`config.mk`:
```
export PLATFORM = sky130hd
export DESIGN_NAME = if_stage
export DESIGN_NICKNAME = d
export VERILOG_FILES = /design/src/rtl/if_stage_pkg.sv /design/src/rtl/if_stage_if_id_reg.sv /design/src/rtl/if_stage.sv
export SDC_FILE = /design/constraint.sdc
export NUM_CORES = 1
export LEC_CHECK = 0
export CORE_ASPECT_RATIO = 0.75
export CORE_MARGIN = 2
export CORE_UTILIZATION = 48
export CTS_CLUSTER_SIZE = 30
export DETAILED_ROUTE_END_ITERATION = 8
export GPL_ROUTABILITY_DRIVEN = 0
export HOLD_SLACK_MARGIN = 0.1
export MAX_ROUTING_LAYER = met4
export PLACE_DENSITY = 0.95
export SYNTH_ARGS = -nofsm -noshare
export SYNTH_HDL_FRONTEND = slang
export SYNTH_SLANG_ARGS = --single-unit
```
`constraint.sdc`:
```
create_clock -name clk -period 5.1 [get_ports clk]
set_input_delay 1.02 -clock clk [delete_from_list [all_inputs] [get_ports clk]]
set_output_delay 1.02 -clock clk [all_outputs]
set_load 0.01 [all_outputs]
```
`src/rtl/if_stage_pkg.sv`:
```
// Shared fetch-stage definitions: jump encodings used by main control and the
// hazard unit, the nop instruction word, and the default reset PC.
package if_stage_pkg;

   // Decoder ID_jump encodings; 2'b11 is reserved and behaves as no jump.
   localparam logic [1:0] JMP_NONE = 2'b00;
   localparam logic [1:0] JMP_J    = 2'b01;
   localparam logic [1:0] JMP_JR   = 2'b10;

   // sll $0,$0,0 encodes as all zeros.
   localparam logic [31:0] NOP_INSTR = 32'h0000_0000;

   localparam logic [31:0] RESET_PC_DEFAULT = 32'h0000_3000;

   // Clears the two byte-offset bits so every redirect lands word aligned.
   localparam logic [31:0] WORD_MASK = 32'hFFFF_FFFC;

   // Source of the next PC value.
   typedef enum logic [2:0] {
      SEL_SEQ,
      SEL_HOLD,
      SEL_BR,
      SEL_J,
      SEL_JR
   } pc_sel_e;

   // Action applied to the IF/ID register on the coming edge.
   typedef enum logic [1:0] {
      IFID_LOAD,
      IFID_HOLD,
      IFID_FLUSH
   } ifid_ctl_e;

   // Pseudo-direct j/jal target: upper nibble of the delay PC, 26-bit index.
   function automatic logic [31:0] jump_target(input logic [31:0] pc4,
                                                input logic [31:0] instr);
      return {pc4[31:28], instr[25:0], 2'b00};
   endfunction

endpackage

```
`src/rtl/if_stage_if_id_reg.sv`:
```
// IF/ID pipeline register: holds the fetched instruction, its PC+4 and a
// valid flag. A flush inserts a nop bubble that is marked invalid so the
// decoder never acts on it.
module if_id_reg
   import if_stage_pkg::*;
(
   input  logic        clk,
   input  logic        rst,
   input  ifid_ctl_e   ctl_i,
   input  logic [31:0] instr_i,
   input  logic [31:0] pc4_i,
   output logic [31:0] instr_o,
   output logic [31:0] pc4_o,
   output logic        valid_o
);

   logic [31:0] instr_q, instr_d;
   logic [31:0] pc4_q, pc4_d;
   logic        valid_q, valid_d;

   // Next contents: load a fresh fetch, keep the current one, or bubble.
   always_comb begin
      instr_d = instr_q;
      pc4_d   = pc4_q;
      valid_d = valid_q;
      case (ctl_i)
         IFID_LOAD: begin
            instr_d = instr_i;
            pc4_d   = pc4_i;
            valid_d = 1'b1;
         end
         IFID_FLUSH: begin
            instr_d = NOP_INSTR;
            pc4_d   = 32'h0;
            valid_d = 1'b0;
         end
         default: begin
            instr_d = instr_q;
            pc4_d   = pc4_q;
            valid_d = valid_q;
         end
      endcase
   end

   // Register update; reset leaves a nop bubble behind.
   always_ff @(posedge clk) begin
      if (rst) begin
         instr_q <= NOP_INSTR;
         pc4_q   <= 32'h0;
         valid_q <= 1'b0;
      end else begin
         instr_q <= instr_d;
         pc4_q   <= pc4_d;
         valid_q <= valid_d;
      end
   end

   assign instr_o = instr_q;
   assign pc4_o   = pc4_q;
   assign valid_o = valid_q;

endmodule

```
`src/rtl/if_stage.sv`:
```
// Instruction-fetch stage: PC register, next-PC selection between sequential
// fetch, EX branch redirect and ID jump redirect, the IF/ID register, and two
// saturating performance counters (stalled cycles, IF/ID flushes).
module if_stage
   import if_stage_pkg::*;
#(
   parameter logic [31:0] RESET_PC = RESET_PC_DEFAULT,
   parameter int          CNT_W    = 16
) (
   input  logic             clk,
   input  logic             rst,
   input  logic             stall,
   input  logic             ex_br_taken,
   input  logic [31:0]      ex_br_target,
   input  logic [1:0]       id_jump,
   input  logic [31:0]      id_rs_value,
   output logic [31:0]      imem_addr,
   input  logic [31:0]      imem_rdata,
   output logic [31:0]      IF_ID_instr,
   output logic [31:0]      IF_ID_pc4,
   output logic             IF_ID_valid,
   output logic [5:0]       ID_op,
   output logic [5:0]       ID_func,
   output logic [CNT_W-1:0] stall_cycles,
   output logic [CNT_W-1:0] flush_count
);

   localparam logic [CNT_W-1:0] CNT_ONE = {{(CNT_W-1){1'b0}}, 1'b1};
   localparam logic [CNT_W-1:0] CNT_MAX = {CNT_W{1'b1}};

   logic [31:0]      pc_q, pc_d;
   logic [31:0]      pc_plus4;
   logic [31:0]      br_target;
   logic [31:0]      jr_target;
   logic [31:0]      j_target;
   pc_sel_e          pc_sel;
   ifid_ctl_e        ifid_ctl;
   logic             stall_inc;
   logic             flush_inc;
   logic [CNT_W-1:0] stall_cnt_q, stall_cnt_d;
   logic [CNT_W-1:0] flush_cnt_q, flush_cnt_d;

   // Candidate next-PC values; PC+4 wraps naturally at 2^32.
   always_comb begin
      pc_plus4  = pc_q + 32'd4;
      br_target = ex_br_target & WORD_MASK;
      jr_target = id_rs_value & WORD_MASK;
      j_target  = jump_target(IF_ID_pc4, IF_ID_instr);
   end

   // Redirect priority: the older EX branch beats a stall, which beats an ID
   // jump. A stalled jump is simply re-examined once the stall drops, and an
   // invalid IF/ID entry (bubble) can never redirect.
   always_comb begin
      pc_sel    = SEL_SEQ;
      ifid_ctl  = IFID_LOAD;
      stall_inc = 1'b0;
      flush_inc = 1'b0;
      if (ex_br_taken) begin
         pc_sel    = SEL_BR;
         ifid_ctl  = IFID_FLUSH;
         flush_inc = 1'b1;
      end else if (stall) begin
         pc_sel    = SEL_HOLD;
         ifid_ctl  = IFID_HOLD;
         stall_inc = 1'b1;
      end else if (IF_ID_valid && (id_jump == JMP_J)) begin
         pc_sel    = SEL_J;
         ifid_ctl  = IFID_FLUSH;
         flush_inc = 1'b1;
      end else if (IF_ID_valid && (id_jump == JMP_JR)) begin
         pc_sel    = SEL_JR;
         ifid_ctl  = IFID_FLUSH;
         flush_inc = 1'b1;
      end
   end

   // Next PC multiplexer.
   always_comb begin
      pc_d = pc_plus4;
      case (pc_sel)
         SEL_HOLD: pc_d = pc_q;
         SEL_BR:   pc_d = br_target;
         SEL_J:    pc_d = j_target;
         SEL_JR:   pc_d = jr_target;
         default:  pc_d = pc_plus4;
      endcase
   end

   // Saturating counter increments; they stop at all-ones instead of wrapping.
   always_comb begin
      stall_cnt_d = stall_cnt_q;
      flush_cnt_d = flush_cnt_q;
      if (stall_inc && (stall_cnt_q != CNT_MAX))
         stall_cnt_d = stall_cnt_q + CNT_ONE;
      if (flush_inc && (flush_cnt_q != CNT_MAX))
         flush_cnt_d = flush_cnt_q + CNT_ONE;
   end

   // PC and counter registers.
   always_ff @(posedge clk) begin
      if (rst) begin
         pc_q        <= RESET_PC;
         stall_cnt_q <= '0;
         flush_cnt_q <= '0;
      end else begin
         pc_q        <= pc_d;
         stall_cnt_q <= stall_cnt_d;
         flush_cnt_q <= flush_cnt_d;
      end
   end

   if_id_reg u_if_id_reg (
      .clk     (clk),
      .rst     (rst),
      .ctl_i   (ifid_ctl),
      .instr_i (imem_rdata),
      .pc4_i   (pc_plus4),
      .instr_o (IF_ID_instr),
      .pc4_o   (IF_ID_pc4),
      .valid_o (IF_ID_valid)
   );

   assign imem_addr    = pc_q;
   assign ID_op        = IF_ID_instr[31:26];
   assign ID_func      = IF_ID_instr[5:0];
   assign stall_cycles = stall_cnt_q;
   assign flush_count  = flush_cnt_q;

endmodule

```
Yosys cells after proc, flatten, opt, wreduce, memory -nomap -nowiden --
Index checks and enable logic that the tools add are counted.
Storage, ports and cells: register bits 129, bits of input ports 102, word-level logic and storage cells 42
Cells by class: $add $sub $neg 3, equal/unequal tests 9, mux-type cells 18, reductions and logical operators 6
Operators with widths (number):
- case mux 32 bit (2 select lines) | 2
- case mux 32 bit (4 select lines) | 1
- adder 16 x 1 -> 16 bit, second input constant | 2
- adder 32 x 3 -> 32 bit, second input constant | 1
- inequality test 16 bit, second input constant | 2
- two-way mux 3 bit | 4
- two-way mux 2 bit | 4
- equality test 3 x 2 -> 1 bit, second input constant | 2
- two-way mux 1 bit | 6
- equality test 2 bit, second input constant | 2
- logical AND 1 bit | 4
- equality test 3 x 1 -> 1 bit, second input constant | 1
- equality test 3 bit, second input constant | 1
- equality test 2 x 1 -> 1 bit, second input constant | 1
- logical NOT 2 bit | 1
- case mux 1 bit (2 select lines) | 1
- nonzero test 2 bit | 1

Logic depth before layout (Yosys ltp) --
Gate-level depths: netlist (run 1).
word-level depth 8, gate-level depth with buffers 8, gate-level depth less buffers 6

Hierarchy --
From an unflattened synthesis (run 1), not the netlist that was laid out.
Unflattened totals: cells, all modules 841, area total of the unflattened synthesis 7128.1 um^2
Modules (own cells, without submodules):
- if_stage | times used 1, cells an instance 553, area an instance 4271.6 um^2, sequential area each 1241.2 um^2
- if_id_reg | times used 1, cells an instance 288, area an instance 2856.5 um^2, sequential area each 1301.2 um^2

Worst setup path before layout (run 1) --
Ideal clock, no wire load.
path kind input-to-reg, start point input id_jump[1], end point register flush_cnt_q[15] (netlist: flush_count[15]), library setup time 0.121 ns, data arrival time 2.442 ns, data required time 4.979 ns, setup slack 2.537 ns, cell stages on the path 6, buffers on the path 1, cells stage by stage xor2_2 -> a21oi_2 -> or3_1 -> buf_2 -> nor4b_1 -> mux2_2
Between the ends: cells in the longest elaborated chain, start to end 7, elaborated cells between the ends (all ways) 9, classes of those cells eq/ne: 2; mux: 4; reduce/logical: 3
RTL lines:
- from (decl) | line if_stage.sv:15 | input logic [1:0] id_jump,
- equality test 2 bit | line if_stage.sv:71 | end else if (IF_ID_valid && (id_jump == JMP_JR)) begin
- logical AND 1 bit | line if_stage.sv:71
- two-way mux 1 bit | line if_stage.sv:71
- two-way mux 1 bit * | line if_stage.sv:67 | end else if (IF_ID_valid && (id_jump == JMP_J)) begin
- two-way mux 1 bit * | line if_stage.sv:63 | end else if (stall) begin
- two-way mux 1 bit * | line if_stage.sv:59 | if (ex_br_taken) begin
- logical AND 1 bit * | line if_stage.sv:96 | if (flush_inc && (flush_cnt_q != CNT_MAX))
- to (signal assigned) | line if_stage.sv:109 | flush_cnt_q <= flush_cnt_d;
- to (decl) | line if_stage.sv:41 | logic [CNT_W-1:0] flush_cnt_q, flush_cnt_d;
Every way passes the cells marked *; elsewhere a longest branch is shown, timed or not. A chain may end at the register's enable or synchronous reset.

Worst setup path after layout (run 1) --
start point input stall, end point register pc_q[25] (netlist: imem_addr[25])
Between the ends: cells in the longest elaborated chain, start to end 4, elaborated cells between the ends (all ways) 7, classes of those cells eq/ne: 4; mux: 3
RTL lines:
- from (decl) | line if_stage.sv:12 | input logic stall,
- two-way mux 3 bit * | line if_stage.sv:63
- two-way mux 3 bit * | line if_stage.sv:59
- equality test 3 bit (tied with other cells) | line if_stage.sv:81 | case (pc_sel)
- case mux 32 bit (4 select lines) | line if_stage.sv:81
- to (signal assigned) | line if_stage.sv:107 | pc_q <= pc_d;
- to (decl) | line if_stage.sv:31 | logic [31:0] pc_q, pc_d;
Marks and branches as above.

==> results.ini, run 1 <==
[synth]
yosys_warnings=0
ys.flop_type=dfxtp_1
syn_inst=761
async_reset_ff_share_pct=0
synth_area_sq_mm=0.00628
ys_ff_latch=126
syn_area_per_cell_sq_um=8.26
yosysUniqueCellTypes=57
ys_seq_area_share_pct=40.1
synth_edf_count=0

[clock_tree]
clk_latency_ps=410
postCtsResizedCells=0
holdBufCountCts=0
cts_buffers=17
post_cts_buffers=0
cts_max_path_buffers=2
cts_num_sinks=126
h-tree-depth=4
cts_tree=yes
cts_root_buffer=clkbuf_16
cts.clk_slew.worst_paths_ps=50

[routing]
wl_met2_um=10600
route.detailed.drc=0
ant_nets=0
dr.pass1.iters=6
wl_met1_um=9060
viasPerCell=6.12
met3_length_um=2220
dr.max_layer_used=met4
drt_wl_total_um=22300
num_vias=6956
wl_per_cell_um=19.6
drt_first_iter_violations=760

[power]
power.internal_uw=2070
p_seq_share_pct=39.1
p_comb_share_pct=13.4
p_per_area_mw_per_mm2=297
p_sw_uw=682
vdd_ir_drop_max_mv=0.236
p_clk_share_pct=47.6
swShare_pct=24.8
p_leak_uw=0.00321

[timing]
max-slew-margin-rel_pct=38.6
finalHoldViolations=0
tightest_slew_ps=922
skew_ps=13.1
max_freq_ghz=0.316
fin_ws_ps=1930
drv_slew=0
setup_violations=0
min_period_ps=3170
timing.final.crit_share_pct=62.1
tns_ps=0
rsz0062_at_grt=false

[setup_path]
r2r_slack_ps=2600
reg2regPathDepth=5
worstPathArrival_ps=3460
critPathMaxStageDelay_ps=630
path_cells=clkdlybuf4s50_1 -> nor3b_1 -> and3b_1 -> buf_4 -> nand2_1 -> a31o_2 -> a221oi_1
end_kind=flop
rr_endpoint=u_if_id_reg.pc4_o[30]
worstSetupStartpointType=input pin
critical_path_required_ps=5390
critical_path_depth=7
cp_max_fo=18
cp_num_buf_inv=2
crit_family=simple AND/OR/NAND/NOR gates
critPathSlowestCell=and3b_1
worstReg2RegStart=imem_addr[8]
critical_path_class=input pin to flop

[die]
io_pins=243
die_area_sq_mm=0.0140
rows=36
initial_utilization_pct=48.8
core-area_sq_mm=0.0129
dieHeight_um=103
die_w_um=136

[cells_and_area]
antenna_cells=0
final_cell_mix=clkdlybuf4s50_1 (234), dfxtp_1 (126), nor2_1 (82), nand2_1 (69), o21ai_0 (53)
layout_commonest_cell=clkdlybuf4s50_1
regArea_sq_mm=0.00252
layout.cells.non_filler=1137
finalNetCount=1059
area_growth_pct=47.1
stdcell_area_sq_mm=0.00925
fill_cells=999
multi_input_area_sq_mm=0.00338
drive_gt1_share_pct=6.00

[global_routing]
grt-ovfl-total=0
grt_max_degree=84
grt_pass1_wl_um=33700
grt_pass1_vias=6594
antenna_found_initial=0
grt.total_usage_pct=31.8

[place]
dpl_cell_area_sq_mm=0.00861
io_buffer_count=236
place_worst_setup_slack_ps=1550
dp_hpwl_um=15500
dp.cells=1106

[min_path]
hp-class=flop to flop
min_path_cells=2
min_from=u_if_id_reg.pc4_o[22]
hold_end=u_if_id_reg.pc4_o[22]

[status]
status=complete, no violations

[run]
drv_cap=0

## Yosys cell counts, types with 4 or more instances
library cell,n,share of area (%)
nor2b_1,4,0.40
or3_1,6,0.60
dfxtp_1,126,40
a211oi_1,8,0.96
inv_1,14,0.84
o21ai_0,53,4.2
xor2_1,11,1.5
a21oi_1,31,2.5
xnor2_1,33,4.6
nor3_1,20,1.6
nand2_1,69,4.1
clkbuf_1,47,2.8
nand3_1,23,1.8
o31ai_1,7,0.84
a221o_1,18,2.9
a21o_1,4,0.48
buf_4,16,1.9
buf_2,8,0.64
and3_1,6,0.60
and2_1,6,0.60
a221oi_1,22,3.1
and4_1,13,1.8
a31oi_1,6,0.60
nor4_1,9,0.90
buf_1,4,0.24
a22oi_1,44,5.3
nand4_1,19,1.9
or4_1,6,0.72
nor2_1,82,4.9
## worst max-delay path by stage
| stage | to | from |
|---|---|---|
| 3_3_place_gp | imem_addr[25] | stall |
| 5_1_grt | imem_addr[25] | stall |
| 2_1_floorplan | flush_count[15] | id_jump[1] |
| 4_1_cts | imem_addr[25] | stall |
| 6_report | imem_addr[25] | stall |
| 3_5_place_dp | imem_addr[25] | stall |
## routing by layer
| metal | up-vias | track usage [%] |
|---|---|---|
| li1 | 3182 | - |
| met4 | 0 | 12.0 |
| met3 | 45 | 9.34 |
| met5 | - | - |
| met1 | 3314 | 38.2 |
| met2 | 415 | 50.7 |
## area by class of cell
| cell class | count | area share [%] |
|---|---|---|
| sequential | 126 | 27.3 |
| tap | 171 | 2.31 |
| clock buffer | 19 | 4.90 |
| inverter | 14 | 0.568 |
| timing repair buffer | 248 | 26.4 |
| multi-input combinational | 547 | 36.5 |
| clock inverter | 12 | 1.99 |
## worst reg2reg max path, delay by kind of cell (launching register included)
kind,cells,cell delay [ps]
simple gates,4,1750
flops,1,590
compound gates,1,100
## power groups by stage
stage	sequential [uW]	combinational, uW	clock, uW
floorplan	1090	159	0
global placement	1090	354	0
detailed placement	1090	363	0
CTS	1070	365	1320
global route	1080	392	1360
finish	1070	367	1310
## metrics by stage
stage / utilization [%] / power (uW) / hold slack, ps
final: 71.8 / 2750 / 457
after global routing: 71.8 / 2830 / 480
after CTS: 71.8 / 2750 / 458
after detailed placement: 66.8 / 1450 / 445
after global placement: 66.8 / 1440 / 435
after floorplan: - / 1250 / 479
## sequential cells by signal, summed over array words and instances (netlist names)
register and cells:
flush_count 16, imem_addr 30, stall_cycles 16, u_if_id_reg.instr_o 32, u_if_id_reg.pc4_o 31, u_if_id_reg.valid_o 1
## kinds of logic (layout without fill, tap and decap cells)
family	count (synthesis)	in the layout	share of synthesized area, %
adder cells (fa/ha/maj)	3	3	0.597
multiplexers	3	3	0.498
flip-flops	126	126	40.1
AO/OA/AOI/OAI	216	216	23.9
other	1	2	0.0597
buffers and inverters	89	293	6.43
XOR/XNOR	45	45	6.39
AND/OR/NAND/NOR	278	278	22.0
Note: power is estimated with default switching activity, not from simulation.
==> run 2, diff against run 1 <==
--- a/config.mk
+++ b/config.mk
@@ -7,13 +7,13 @@
 export LEC_CHECK = 0
 export CORE_ASPECT_RATIO = 0.75
 export CORE_MARGIN = 2
-export CORE_UTILIZATION = 48
+export CORE_UTILIZATION = 44
 export CTS_CLUSTER_SIZE = 30
 export DETAILED_ROUTE_END_ITERATION = 8
 export GPL_ROUTABILITY_DRIVEN = 0
 export HOLD_SLACK_MARGIN = 0.1
 export MAX_ROUTING_LAYER = met4
-export PLACE_DENSITY = 0.95
+export PLACE_DENSITY = 0.88
 export SYNTH_ARGS = -nofsm -noshare
 export SYNTH_HDL_FRONTEND = slang
 export SYNTH_SLANG_ARGS = --single-unit
==> constraint.sdc (replaced) <==
create_clock -name clk -period 3 [get_ports clk]
set_input_delay 0.6 -clock clk [delete_from_list [all_inputs] [get_ports clk]]
set_output_delay 0.6 -clock clk [all_outputs]
set_load 0.01 [all_outputs]
==> run 2 against run 1 <==
- sequential cell count stayed put
- clock power is 71% higher
- power is 71% higher
- via count is 0.85% lower
- core utilization is 4.4 points lower
- die area is 8.8% higher
- global-route usage is 2.2 points lower
==> results.ini, run 2 (synthesized netlist as in run 1, its figures left out) <==
[timing]
hold_slack_ps=455
drv_slew=0
tns_ps=0
skew_ps=9.43
tightest_slew_ps=646
finalHoldViolations=0
setup_violations=0
rsz0062_at_grt=false
timing.final.crit_share_pct=82.0
min_period_ps=2460
max_freq_ghz=0.407
max-slew-margin-rel_pct=56.5

[clock_tree]
holdBufCountCts=0
cts_tree=yes
cts.clk_slew.worst_paths_ps=60
cts_buffers=17
postCtsResizedCells=0
cts_num_sinks=126
cts_max_path_buffers=2
cts_root_buffer=clkbuf_16
clk_latency_ps=410
h-tree-depth=4
post_cts_buffers=0

[global_routing]
antenna_found_initial=0
met2_usage_pct=47.4
grt.total_usage_pct=29.6
met1_usage_pct=37.1
top_usage_layer=met2
grt_pass1_vias=6571
grt-ovfl-total=0
grt_max_degree=55
grt_use_met3_pct=7.38
grt_pass1_wl_um=34300

[place]
io_buffer_count=236
dp_hpwl_um=15900
dp.cells=1118

[cells_and_area]
final_cell_mix=clkdlybuf4s50_1 (234), dfxtp_1 (126), nor2_1 (82), nand2_1 (69), o21ai_0 (53)
largest_reg_flops=32
area_growth_pct=48.5
drive_gt1_share_pct=6.77
layout_commonest_cell=clkdlybuf4s50_1
antenna_cells=0
final_util_pct=67.4
layout.cells.non_filler=1150
finalNetCount=1067

[power]
power_uw=4700
p_leak_uw=0.00324
vdd_ir_drop_max_mv=0.399
p_per_area_mw_per_mm2=503

[routing]
viasPerCell=6.00
route.detailed.drc=0
num_vias=6897
drt_wl_total_um=22600
drt_first_iter_violations=477
dr.pass1.iters=5
ant_nets=0
wl_per_cell_um=19.7

[setup_path]
worstSetupStartpointType=flop
critical_path_class=flop to flop
worstReg2RegStart=imem_addr[8]
rr_endpoint=u_if_id_reg.pc4_o[30]
end_kind=flop
critical_path_required_ps=3340
cp_max_fo=12
worstPathArrival_ps=2800
crit_start=imem_addr[8]
reg2regPathDepth=5
cp-endpoint=u_if_id_reg.pc4_o[30]
r2r_slack_ps=540

[die]
core-area_sq_mm=0.0138
initial_utilization_pct=45.4
die_area_sq_mm=0.0153
dieHeight_um=108
die_w_um=142
io_pins=243
rows=37

[min_path]
min_from=u_if_id_reg.pc4_o[26]
min_path_cells=2
hp-class=flop to flop

[status]
status=complete, no violations

[run]
drv_cap=0

-- run 2: changes by cell type in the layout (fill, tap and decap cells not counted), sizes merged --
cell / delta
clkinvlp: +2
clkinv: -1
inv: -1
buf: +8
clkbuf: +1
-- run 2: how the worst min path moves through the flow --
stage / slack [ps] / to
3_3_place_gp: 430 / u_if_id_reg.pc4_o[26]
4_1_cts: 460 / u_if_id_reg.pc4_o[26]
6_report: 460 / u_if_id_reg.pc4_o[26]
5_1_grt: 470 / u_if_id_reg.pc4_o[28]
3_5_place_dp: 440 / u_if_id_reg.pc4_o[26]
2_1_floorplan: 480 / u_if_id_reg.pc4_o[28]
-- run 2: critical path, cell delays in order, from the launching register on --
cell and delay [ps]:
dfxtp_1 550, nand4_1 360, nor4_4 570, nand3_2 250
or4_1 550, o211ai_1 110
-- run 2: power by group --
group          switching, uW  leakage (uW)  internal, uW  total (uW)
sequential              87.8       0.00103          1740        1820
clock                    801      0.000299          1440        2240
combinational            288       0.00192           344         632
-- run 2: layout make-up --
cell class,instances,area [sq um]
clock buffers,20,457
well taps,175,219
flip-flops and latches,126,2520
clock inverters,12,185
fillers,1150,4510
repair buffers,256,2510
multi-input cells,547,3380
inverters,14,52.6
-- run 2: stage by stage --
step,setup slack [ps],instance area [sq um]
2_1_floorplan,857,6290
3_3_place_gp,212,8690
3_5_place_dp,129,8690
4_1_cts,556,9330
5_1_grt,397,9330
6_report,540,9330
-- run 2: per-layer routing --
layer,routed length (um),share of wire (%)
met1,9610,43
met2,10400,46
met3,2290,10
met4,269,1.2
met5,0,0
==> run 3, diff against run 2 <==
--- a/config.mk
+++ b/config.mk
@@ -7,13 +7,13 @@
 export LEC_CHECK = 0
 export CORE_ASPECT_RATIO = 0.75
 export CORE_MARGIN = 2
-export CORE_UTILIZATION = 44
+export CORE_UTILIZATION = 40
 export CTS_CLUSTER_SIZE = 30
 export DETAILED_ROUTE_END_ITERATION = 8
 export GPL_ROUTABILITY_DRIVEN = 0
 export HOLD_SLACK_MARGIN = 0.1
 export MAX_ROUTING_LAYER = met4
-export PLACE_DENSITY = 0.88
+export PLACE_DENSITY = 0.85
 export SYNTH_ARGS = -nofsm -noshare
 export SYNTH_HDL_FRONTEND = slang
 export SYNTH_SLANG_ARGS = --single-unit
==> constraint.sdc (replaced) <==
create_clock -name clk -period 2.2 [get_ports clk]
set_input_delay 0.44 -clock clk [delete_from_list [all_inputs] [get_ports clk]]
set_output_delay 0.44 -clock clk [all_outputs]
set_load 0.01 [all_outputs]
==> run 3 against run 2 <==
- global-route usage shrank 1.6 points
- via count is 1.7% higher
- highest routed layer unchanged
- clock skew decreased by 1.3 ps
- cell count grew 6.9%
- hold slack got worse by 4.4 ps
- combinational power is 52% higher
- critical endpoint is now imem_addr[25]
- clock power is 22% higher
- design area is 4.6% higher
- power up 31%
- non-clock buffer count grew 51
==> results.ini, run 3 (synthesized netlist as in run 1, its figures left out) <==
[clock_tree]
cts_root_buffer=clkbuf_16
cts_max_path_buffers=2
holdBufCountCts=0
h-tree-depth=4
clk_latency_ps=410
cts_buffers=17
cts.clk_slew.worst_paths_ps=60
cts_tree=yes
cts_num_sinks=126

[power]
p_per_area_mw_per_mm2=631
vdd_ir_drop_max_mv=0.490
p_leak_uw=0.00351

[place]
place_worst_setup_slack_ps=-398
dpl_cell_area_sq_mm=0.00917
dp.cells=1197
dp_hpwl_um=16800
io_buffer_count=236

[timing]
tightest_slew_ps=612
drv_slew=0
skew_ps=8.14
rsz0062_at_grt=false
finalHoldViolations=0
tns_ps=0
min_period_ps=2130
fin_ws_ps=66.9
timing.final.crit_share_pct=97.0
setup_violations=0
max-slew-margin-rel_pct=58.8
max_freq_ghz=0.469

[global_routing]
met1_usage_pct=36.3
top_usage_layer=met2
grt_use_met3_pct=8.01
grt_pass1_vias=6606
met2_usage_pct=42.8
grt_max_degree=84
grt_pass1_wl_um=35900
antenna_found_initial=0
grt-ovfl-total=0
grt.total_usage_pct=28.0

[routing]
drt_first_iter_violations=620
route.detailed.drc=0
wl_per_cell_um=18.8
viasPerCell=5.71
ant_nets=0
drt_wl_total_um=23100
num_vias=7014
dr.pass1.iters=6

[cells_and_area]
layout.cells.non_filler=1229
fill_cells=1287
largest_reg_flops=32
drive_gt1_share_pct=11.4
stdcell_area_sq_mm=0.00976
final_cell_mix=clkdlybuf4s50_1 (234), dfxtp_1 (125), nor2_1 (82), nand2_1 (69), buf_4 (64)
layout_commonest_cell=clkdlybuf4s50_1
finalNetCount=1118
antenna_cells=0
area_growth_pct=55.3

[setup_path]
end_kind=flop
rr_endpoint=imem_addr[25]
reg2regPathDepth=5
critPathSlowestCell=or4_1
crit_family=simple AND/OR/NAND/NOR gates
path_cells=and4_1 -> nand4_1 -> or4_1 -> a31o_2 -> a221oi_1
worstSetupStartpointType=flop
critical_path_class=flop to flop
critPathMaxStageDelay_ps=560
worstPathArrival_ps=2450
r2r_slack_ps=70
critical_path_required_ps=2510
cp_num_buf_inv=0
worstReg2RegStart=imem_addr[4]
cp_max_fo=7

[die]
die_area_sq_mm=0.0167
core-area_sq_mm=0.0153
rows=39
dieHeight_um=113
initial_utilization_pct=41.0
die_w_um=149
io_pins=243

[min_path]
min_path_cells=2
hold_end=u_if_id_reg.pc4_o[17]
hp-class=flop to flop
min_from=u_if_id_reg.pc4_o[17]

[run]
drv_cap=0

[status]
status=complete, no violations

==> run 3: cell count changes in the layout (fill, tap and decap cells not counted), moves of 2 or more <==
| cell | delta |
|---|---|
| clkinv_2 | +6 |
| bufinv_16 | -2 |
| buf_4 | +45 |
| clkinv_4 | -3 |
| buf_12 | +6 |
| clkinvlp_4 | -4 |
==> run 3: what timing repair did <==
| item | in CTS | in global routing |
|---|---|---|
| hold endpoints to repair | 0 | 0 |
| resized for setup | 1 | 3 |
| endpoints found under the setup margin | 1 | 7 |
| buffers inserted | 0 | 2 |
| pin swaps | 0 | 1 |
==> run 3: cell type report <==
class / count / area, sq um / area share [%]
Clock buffer: 22 / 474 / 4.86
Clock inverter: 8 / 90.1 / 0.923
Inverter: 14 / 52.6 / 0.538
Multi-Input combinational cell: 547 / 3390 / 34.7
Sequential cell: 126 / 2520 / 25.9
Tap cell: 205 / 256 / 2.63
Timing Repair Buffer: 307 / 2970 / 30.5
==> run 3: through the flow <==
step / power, uW / utilization (%) / hold slack, ps
6_report: 6160 / 63.7 / 451
2_1_floorplan: 2900 / - / 479
3_3_place_gp: 3440 / 59.8 / 436
5_1_grt: 6390 / 63.7 / 476
3_5_place_dp: 3460 / 59.8 / 442
4_1_cts: 6180 / 63.6 / 455
==> run 3: layer usage <==
metal	routed length, um	vias up	part of all wire, %
li1	-	3293	-
met1	9890	3324	43
met2	10500	367	45
met3	2400	30	10
met4	281	0	1.2
met5	0	-	0
==> run 3: how the worst max path moves through the flow <==
| stage | to | cells after the start | slack (ps) | from |
|---|---|---|---|---|
| 2_1_floorplan | flush_count[15] | 6 | 180 | flush_count[0] |
| 3_3_place_gp | flush_count[15] | 6 | -350 | id_jump[0] |
| 3_5_place_dp | flush_count[15] | 6 | -400 | id_jump[0] |
| 4_1_cts | flush_count[9] | 6 | 50 | id_jump[0] |
| 5_1_grt | imem_addr[25] | 5 | 20 | imem_addr[4] |
| 6_report | imem_addr[25] | 5 | 70 | imem_addr[4] |
==> run 3: worst min-delay path, delay by kind of cell, from the launching register on <==
kind	cells	cell delay, ps
compound gates	1	50
flops	1	320
simple gates	1	50
==> run 3: power breakdown <==
part,switching (uW),internal [uW]
registers,90.9,2370
logic,432,529
clock network,1000,1730
total,1530,4630
